[src/rtl/logic_gate_pipe.sv]
// logic_gate_pipe: two-stage valid/ready pipeline applying a selectable bitwise or reduction op across NUM_IN operands.
module logic_gate_pipe #(
    parameter int WIDTH   = 8,
    parameter int NUM_IN  = 2,
    parameter int COUNT_W = 16
) (
    input  logic                    clk,
    input  logic                    rst_n,
    input  logic                    in_valid,
    output logic                    in_ready,
    input  logic [NUM_IN*WIDTH-1:0] in_data,
    input  logic [2:0]              in_op,
    output logic                    out_valid,
    input  logic                    out_ready,
    output logic [WIDTH-1:0]        out_data,
    output logic [COUNT_W-1:0]      xfer_count
);
    logic               s1_valid_q, s2_valid_q, s1_adv, s2_adv;
    logic [WIDTH-1:0]   s1_data_q, s1_data_d, s2_data_q, s2_data_d;
    logic [2:0]         s1_op_q;
    logic [COUNT_W-1:0] cnt_q;

    assign s2_adv     = !s2_valid_q || out_ready;
    assign s1_adv     = !s1_valid_q || s2_adv;
    assign in_ready   = s1_adv;
    assign out_valid  = s2_valid_q;
    assign out_data   = s2_data_q;
    assign xfer_count = cnt_q;

    // S1 folds with the base op; inversion and reduction are deferred to S2
    always_comb begin
        s1_data_d = in_data[WIDTH-1:0];
        for (int k = 1; k < NUM_IN; k++) begin
            s1_data_d = (in_op == 3'd0 || in_op == 3'd3 || in_op == 3'd6) ? s1_data_d & in_data[k*WIDTH +: WIDTH]
                      : (in_op == 3'd1 || in_op == 3'd4) ? s1_data_d | in_data[k*WIDTH +: WIDTH]
                      : s1_data_d ^ in_data[k*WIDTH +: WIDTH];
        end
    end

    always_comb
        s2_data_d = (s1_op_q < 3'd3) ? s1_data_q
                  : (s1_op_q < 3'd6) ? ~s1_data_q
                  : (s1_op_q == 3'd6) ? WIDTH'(&s1_data_q)
                  : WIDTH'(^s1_data_q);

    always_ff @(posedge clk or negedge rst_n) begin
        if (!rst_n) begin
            s1_valid_q <= 1'b0;
            s2_valid_q <= 1'b0;
            s1_data_q  <= '0;
            s1_op_q    <= '0;
            s2_data_q  <= '0;
            cnt_q      <= '0;
        end else begin
            if (s1_adv) begin
                s1_valid_q <= in_valid;
                if (in_valid) begin
                    s1_data_q <= s1_data_d;
                    s1_op_q   <= in_op;
                end
            end
            if (s2_adv) begin
                s2_valid_q <= s1_valid_q;
                if (s1_valid_q) s2_data_q <= s2_data_d;
            end
            if (s2_valid_q && out_ready) cnt_q <= cnt_q + COUNT_W'(1);
        end
    end
endmodule

[config.mk]
export PLATFORM = sky130hd
export DESIGN_NAME = logic_gate_pipe
export DESIGN_NICKNAME = d
export VERILOG_FILES = /design/src/rtl/logic_gate_pipe.sv
export SDC_FILE = /design/constraint.sdc
export NUM_CORES = 1
export LEC_CHECK = 0
export CAP_MARGIN = 20
export CORE_ASPECT_RATIO = 1.25
export CORE_MARGIN = 2
export CORE_UTILIZATION = 55
export DETAILED_ROUTE_END_ITERATION = 8
export PLACE_DENSITY = 0.91
export SYNTH_ARGS = -nofsm -noshare
export SYNTH_HDL_FRONTEND = slang
export SYNTH_SLANG_ARGS = --single-unit
[constraint.sdc]
create_clock -name clk -period 3.8 [get_ports clk]
set_input_delay 0.57 -clock clk [delete_from_list [all_inputs] [get_ports clk]]
set_output_delay 0.57 -clock clk [all_outputs]
set_load 0.02 [all_outputs]
* After elaboration in Yosys (flattened, before gate mapping)
Index checks and enable logic that the tools add are counted.
** Storage, ports and cells
- Register bits :: 37
- Latch bits :: 0
- RAM bits :: 0
- Memory bits (read-only) :: 0
- Word-level logic and storage cells :: 36
- Memories :: 0
** Operators by class
- $add $sub $neg :: 1
- Multiply operators :: 0
- Div/mod/pow operators :: 0
- Order comparisons :: 2
- Equality and inequality tests :: 5
- Shift operators :: 0
- Muxes and demuxes :: 5
- Bitwise operators :: 4
- Reductions and logical operators :: 13
** Operators by type and width (number)
- $mux W8 :: 4
- $add A16 B1 Y16 const B :: 1
- $eq A3 B3 Y1 const B :: 3
- $and A8 B8 Y8 :: 1
- $not A8 Y8 :: 1
- $or A8 B8 Y8 :: 1
- $reduce_and A8 Y1 :: 1
- $reduce_xor A8 Y1 :: 1
- $xor A8 B8 Y8 :: 1
- $logic_or A1 B1 Y1 :: 5
- $reduce_and A2 Y1 :: 2
- $eq A3 B1 Y1 const B :: 1
- $eq A3 B2 Y1 const B :: 1
- $logic_not A3 Y1 :: 1
- $lt A3 B2 Y1 const B :: 1
- $lt A3 B3 Y1 const B :: 1
- $logic_not A1 Y1 :: 2
- $logic_and A1 B1 Y1 :: 1
- $mux W1 :: 1

* Logic depth before layout (Yosys ltp)
Gate-level depths: netlist (run 1).
- Depth in word-level cells :: 4
- Mapped depth :: 6
- Mapped depth without buffers :: 6

* Least setup slack after synthesis (run 1)
No wires, ideal clock.
- Path type :: input to register
- Start point :: input out_ready
- End point :: register s1_op_q[0]
- Setup time :: 0.125 ns
- Arrival :: 1.499 ns
- Required time :: 3.675 ns
- Slack :: 2.177 ns
- Cell stages on the path :: 3
- Cell sequence :: nand3b_1 -> nand2_1 -> mux2_2
** Between the ends
- Word-level cells in the longest chain between the ends :: 3
** RTL lines
- from (decl) :: line 14 : input logic out_ready,
- $logic_or A1 B1 Y1 :: line 23 : assign s2_adv = !s2_valid_q || out_ready;
- $logic_or A1 B1 Y1 :: line 24 : assign s1_adv = !s1_valid_q || s2_adv;
- $reduce_and A2 Y1 (no source line)
- to (signal assigned) :: line 59 : s1_op_q <= in_op;
- to (decl) :: line 20 : logic [2:0] s1_op_q;
Every way passes these cells.
A chain may end at the register's enable or synchronous reset.

* Worst setup path after layout (run 1)
- Start point :: input out_ready
- End point :: output in_ready
** Between the ends
- Word-level cells in the longest chain between the ends :: 2
** RTL lines
- $logic_or A1 B1 Y1 :: line 23
- $logic_or A1 B1 Y1 :: line 24
- to (decl) :: line 10 : output logic in_ready,
Every way passes these cells.

==> results_dict.tcl, run 1 <==
set metrics [dict create \
    setup_viol 0 \
    post_drt_wl_per_cell_microns 13.07 \
    avgSynthCellArea_sq_um 10.28 \
    netlist_area_sq_um 2333 \
    io-pin-count 49 \
    initial_core_util_pct 56.93 \
    crit_slowest_cell "clkdlybuf4s50_1" \
    cts_resized 0 \
    ys_seq_area_share_pct 39.68 \
    cts-root-buf "clkbuf_8" \
    crit_family "buffers and inverters" \
    coreArea_sq_um 4099 \
    slowest_delay_ns 0.62 \
    cts_setup_buffers 0 \
    place_hpwl_microns 3409 \
    ir_worst_vdd_uv 181.1 \
    top_layer_used "met4" \
    grt_overflow_total 0 \
    totalWireLength_microns 4325 \
    row_count 26 \
    placed_cell_area_sq_um 2843 \
    grt_pass1_vias 1702 \
    grt_use_total_pct 19.55 \
    arrival_ns 1.92 \
    fin_skew_ns 0.006441 \
    worstMarginPinSlew_ns 0.8014 \
    final_nets 318 \
    yosys_register_bits 37 \
    cp-end-kind "output pin" \
    portBuffers 48 \
    ys_types 37 \
    dp_cells 323 \
    clockBufferDepth 2 \
    hold_path_startpoint "s1_valid_q$_DFFE_PN0P_" \
    grt_max_degree 38 \
    maxCapViolCount 0 \
    clk_transition_reported_paths_ns 0.07 \
    synthCells 227 \
    p_per_area_nw_per_um2 462.9 \
    cts_max_level 2 \
    most-common-layout-cells "48 x clkdlybuf4s50_1, 37 x dfrtp_1, 26 x nand2_1, 24 x xnor2_1, 21 x ha_1" \
    worst_setup_path_start_kind "input port" \
    vias 1814 \
    cts_tree "built" \
    grt_pass1_wl_microns 7534 \
    fmax_mhz 400.9 \
    setup_tns_ns 0 \
    min_period_ns 2.494 \
    die_w_microns 62.26 \
    wl_met1_microns 1672 \
    crit_type "input port to output pin" \
    cts-buffers-inserted 5 \
    status "complete, no violations" \
    mostFrequentLayoutCell "clkdlybuf4s50_1" \
    drc 0 \
    clock_latency_ns 0.29 \
    worstPathCellList "clkdlybuf4s50_1 -> nand3b_1 -> clkdlybuf4s50_1" \
    wl_met2_microns 2360 \
    drt-vias-per-instance 5.480 \
    syn_nets 271 \
    ant_nets 0 \
    hold_buffers 0 \
    hold_violations 0 \
    die_h_microns 76.83 \
    fin_area_sq_um 2925 \
    r2r-start "out_valid$_DFFE_PN0P_" \
    met3_length_microns 224 \
    worstPathRequired_ns 3.23 \
    rsz0062_at_grt "false" \
    timing.final.crit_share_pct 65.64 \
    drtPass1Iterations 4 \
    cpMostUsedCell "clkdlybuf4s50_1" \
    drive_gt1_share_pct 9.455 \
    critical_path.max_fanout 5 \
    ys_warn_count 0 \
    whs_path_depth 1 \
    stdcell_count 331 \
    drtIter0Drc 88 \
    min_path_type "flop to flop" \
    num_antenna_cells 0 \
    crit_cells 3 \
    startpoint "out_ready" \
    dieArea_sq_um 4783 \
    cp_num_buf_inv 2 \
    fill_cells 329 \
    reg2reg_depth 4 \
    antenna_found_initial 0 \
    cts_sinks 37 \
    gp_congestion 0.8016 \
    area_growth_syn_to_layout_pct 25.36 \
    leakage_nw 1.277 \
    slew_viol_final 0 \
    slew_headroom_pct 46.40 \
]
## synthesized netlist by cell type
cell	instances	share of area [%]
dfrtp_1	37	40
nand2_1	26	4.2
xnor2_1	24	9.0
ha_1	21	11
inv_1	18	2.9
o221ai_1	13	4.9
mux2_2	11	5.3
o21ai_0	10	2.1
nand3_1	8	1.7
mux2i_1	7	3.0
o21a_1	7	2.3
nor2_1	6	0.97
buf_2	5	1.1
nand2b_1	3	0.80
xor2_1	3	1.1
and3_1	2	0.54
buf_4	2	0.64
nand2_2	2	0.54
nand3b_1	2	0.64
o22ai_1	2	0.54
o31ai_1	2	0.64
a211o_1	1	0.38
a21boi_0	1	0.32
and2_1	1	0.27
and4_1	1	0.38
and4_2	1	0.43
and4b_1	1	0.43
clkbuf_1	1	0.16
clkbuf_2	1	0.21
nand4_1	1	0.27
nand4_2	1	0.54
nor3b_2	1	0.54
nor4_4	1	0.91
o2111ai_1	1	0.38
o21ai_1	1	0.21
o221a_2	1	0.48
or3_1	1	0.27
## through the flow
step	utilization, %	hold slack (ns)	setup slack, ns	power (W)
6_report	71.37	0.4880	1.306	0.001354
5_1_grt	71.37	0.5027	1.266	0.001442
4_1_cts	71.37	0.4878	1.300	0.001364
3_5_place_dp	69.35	0.4708	1.305	0.001106
3_3_place_gp	69.35	0.4614	1.346	0.001082
2_1_floorplan	-	0.2744	2.177	0.0008906
## layout make-up
cell class | count | area [sq um] | area share [%]
clock inverter | 2 | 10.01 | 0.3422
timing repair buffer | 49 | 488.0 | 16.68
sequential | 37 | 925.9 | 31.65
tap | 56 | 70.07 | 2.395
multi-input combinational | 163 | 1291 | 44.14
inverter | 18 | 67.56 | 2.310
clock buffer | 6 | 72.57 | 2.481
## routing by layer
layer  GRT usage (%)  vias to the layer above
met3           5.572                        7
li1                -                      893
met5               0                        -
met4           7.556                        0
met2           36.20                       54
met1           20.82                      860
## sequential cells by signal (all words and copies together) (netlist names)
name and flops:
s1_op_q 3, s1_valid_q 1, out_data 8, xfer_count 16, out_valid 1, s1_data_q 8
## worst reg2reg max path, cell delays in order (launching register included)
cell	delay (ns)
dfrtp_1	0.45
nand2b_1	0.12
and2_1	0.49
o2111ai_1	0.20
o221a_2	0.28
## kinds of logic (layout without fill, tap and decap cells)
logic type	Yosys count	after routing	synth area share, %
XOR/XNOR	27	27	10.13
flip-flops	37	37	39.68
adder cells (fa/ha/maj)	21	21	11.26
AO/OA/AOI/OAI	39	39	12.23
multiplexers	18	18	8.311
AND/OR/NAND/NOR	58	58	13.40
buffers and inverters	27	75	4.986
## report_power, final
part	internal (W)	switching, W	leakage (nW)
clock	0.000127	0.000133	0.0450
combinational	0.000277	0.000232	0.775
sequential	0.000476	0.000109	0.457
total	0.000880	0.000475	1.28
## worst paths after layout
kind	endpoint	slack (ns)
worst min-delay path	out_valid$_DFFE_PN0P_	0.49
min in group asynchronous	xfer_count[13]$_DFFE_PN0P_	0.70
worst max register to register	out_data[0]$_DFFE_PN0P_	2.16
max in group asynchronous	s1_data_q[4]$_DFFE_PN0P_	2.79
worst min register to register	out_valid$_DFFE_PN0P_	0.49
worst max-delay path	in_ready	1.31
No activity file was read; power rests on OpenSTA's default activity.
==> inputs of run 2 (changes only) <==
--- a/config.mk
+++ b/config.mk
@@ -8,9 +8,9 @@
 export CAP_MARGIN = 20
 export CORE_ASPECT_RATIO = 1.25
 export CORE_MARGIN = 2
-export CORE_UTILIZATION = 55
+export CORE_UTILIZATION = 46
 export DETAILED_ROUTE_END_ITERATION = 8
-export PLACE_DENSITY = 0.91
+export PLACE_DENSITY = 0.82
 export SYNTH_ARGS = -nofsm -noshare
 export SYNTH_HDL_FRONTEND = slang
 export SYNTH_SLANG_ARGS = --single-unit
==> constraint.sdc (replaced) <==
create_clock -name clk -period 2.1 [get_ports clk]
set_input_delay 0.315 -clock clk [delete_from_list [all_inputs] [get_ports clk]]
set_output_delay 0.315 -clock clk [all_outputs]
set_load 0.02 [all_outputs]
==> run 2 against run 1 <==
  * Sequential share of layout area fell by 1.1 points
  * Setup slack got worse by 1.1 ns
  * Power rose by 94%
  * Critical path depth did not move
  * Die area rose by 18%
  * Global-route usage fell by 1.7 points
  * Hold slack got worse by 0.038 ns
  * Clock power rose by 140%
  * Design area rose by 3.5%
  * Register-to-register slack got worse by 1.6 ns
  * First-iteration DRC count fell by 32%
  * Routed wire length fell by 0.12%
==> results_dict.tcl, run 2 (synthesis results as in run 1) <==
set metrics [dict create \
    status "complete, no violations" \
    num_antenna_cells 0 \
    fmax_mhz 530.2 \
    seqPwrFrac_pct 40.4 \
    cts_setup_buffers 0 \
    fin_area_sq_um 3027 \
    p_total_w 0.002623 \
    cts-buffers-inserted 5 \
    post_drt_wl_per_cell_microns 12.52 \
    slew_headroom_pct 59.00 \
    largest_register_ffs 16 \
    gp_congestion 0.7903 \
    drc 0 \
    totalWireLength_microns 4320 \
    stdcell_count 345 \
    clk_transition_reported_paths_ns 0.07 \
    die_h_microns 83.63 \
    leakage_nw 1.329 \
    r2r_slack_ns 0.60 \
    vias 1808 \
    cts_sinks 37 \
    most-common-layout-cells "48 x clkdlybuf4s50_1, 37 x dfrtp_1, 26 x nand2_1, 24 x xnor2_1, 21 x ha_1" \
    ff_latch_area_sq_um 925.9 \
    combPwrFrac_pct 35.7 \
    timing.final.crit_share_pct 89.82 \
    multiInputGateArea_sq_um 1291 \
    p_switching_w 0.0008602 \
    placed_cell_area_sq_um 2910 \
    row_count 29 \
    clock_latency_ns 0.29 \
    clockBufferDepth 2 \
    area_growth_syn_to_layout_pct 29.70 \
    fill_cells 436 \
    maxCapViolCount 0 \
    coreArea_sq_um 4971 \
    die_w_microns 67.71 \
    grt_use_total_pct 17.80 \
    worst_setup_path_start_kind "input port" \
    hold_violations 0 \
    dp_cells 337 \
    arrival_ns 1.57 \
    met3_length_microns 191 \
    worstPathRequired_ns 1.78 \
    critical_path.max_fanout 3 \
    crit_type "input port to output pin" \
    p_clk_share_pct 24.0 \
    min_period_ns 1.886 \
    ir_worst_vdd_uv 359.2 \
    dieArea_sq_um 5662 \
    setup_tns_ns 0 \
    mostFrequentLayoutCell "clkdlybuf4s50_1" \
    place_hpwl_microns 3506 \
    wl_met2_microns 2300 \
    cp-end-kind "output pin" \
    reg2reg_depth 4 \
    portBuffers 48 \
    drt-vias-per-instance 5.241 \
    drtPass1Iterations 4 \
    setup_viol 0 \
    cts_max_level 2 \
    min_path_type "input port to async pin" \
    p_sw_share_pct 32.80 \
    internal_power_w 0.001763 \
    r2r-start "out_valid$_DFFE_PN0P_" \
    drive_gt1_share_pct 12.01 \
    io-pin-count 49 \
    hold_buffers 0 \
    fin_util_pct 60.89 \
    wl_met1_microns 1752 \
    grt_overflow_total 0 \
    fin_skew_ns 0.004953 \
    cts_resized 0 \
    grt_pass1_vias 1756 \
    r2r-end "out_data[0]$_DFFE_PN0P_" \
    worstMarginPinSlew_ns 0.6150 \
    p_per_area_nw_per_um2 866.6 \
    initial_core_util_pct 46.94 \
    cts-root-buf "clkbuf_8" \
    top_layer_used "met4" \
    startpoint "out_ready" \
    ant_nets 0 \
    antenna_found_initial 0 \
    grt_max_degree 38 \
    grt_pass1_wl_microns 7831 \
    cts_tree "built" \
    slew_viol_final 0 \
    rsz0062_at_grt "false" \
    drtIter0Drc 60 \
    final_nets 326 \
]
==> run 2: changes by cell type in the layout (fill, tap and decap cells not counted), sizes merged <==
cell,previous run,this run
clkinv,2,0
buf,1,9
bufinv,0,1
clkbuf,6,7
==> run 2: how the worst max path moves through the flow <==
stage,end,cells after the start
2_1_floorplan,s1_op_q[0]$_DFFE_PN0P_,3
3_3_place_gp,in_ready,3
3_5_place_dp,in_ready,3
4_1_cts,in_ready,3
5_1_grt,in_ready,3
6_report,in_ready,3
==> run 2: final cells by class <==
class                           instances  share of cell area (%)
Multi-Input combinational cell        163                   42.66
Sequential cell                        37                   30.59
Timing Repair Buffer                   57                   18.11
Clock buffer                            7                   2.852
Tap cell                               62                   2.563
Inverter                               18                   2.232
Clock inverter                          1                  0.9921
==> run 2: worst max-delay path: stages <==
cell and delay (ns):
clkdlybuf4s50_1 0.48, nand3b_1 0.15, clkdlybuf4s50_1 0.62
==> run 2: per-stage QoR <==
stage	setup WS, ns	hold slack [ns]
floorplan	0.5503	0.01941
global placement	0.2137	0.4613
detailed placement	0.2057	0.4668
CTS	0.2047	0.4606
global route	0.1424	0.4920
finish	0.2138	0.4498
==> run 2: per-layer routing <==
layer | vias to the layer above | track usage, %
li1 | 909 | -
met1 | 847 | 19.95
met2 | 46 | 31.55
met3 | 6 | 3.779
met4 | 0 | 7.050
met5 | - | 0
==> run 2: power groups by stage <==
stage	Combinational [W]	Sequential (W)	Clock, W
final	0.000935	0.00106	0.000629
after global routing	0.00104	0.00108	0.000676
after CTS	0.000951	0.00106	0.000648
after detailed placement	0.000948	0.00107	0
after global placement	0.000914	0.00106	0
after floorplan	0.000471	0.00114	0
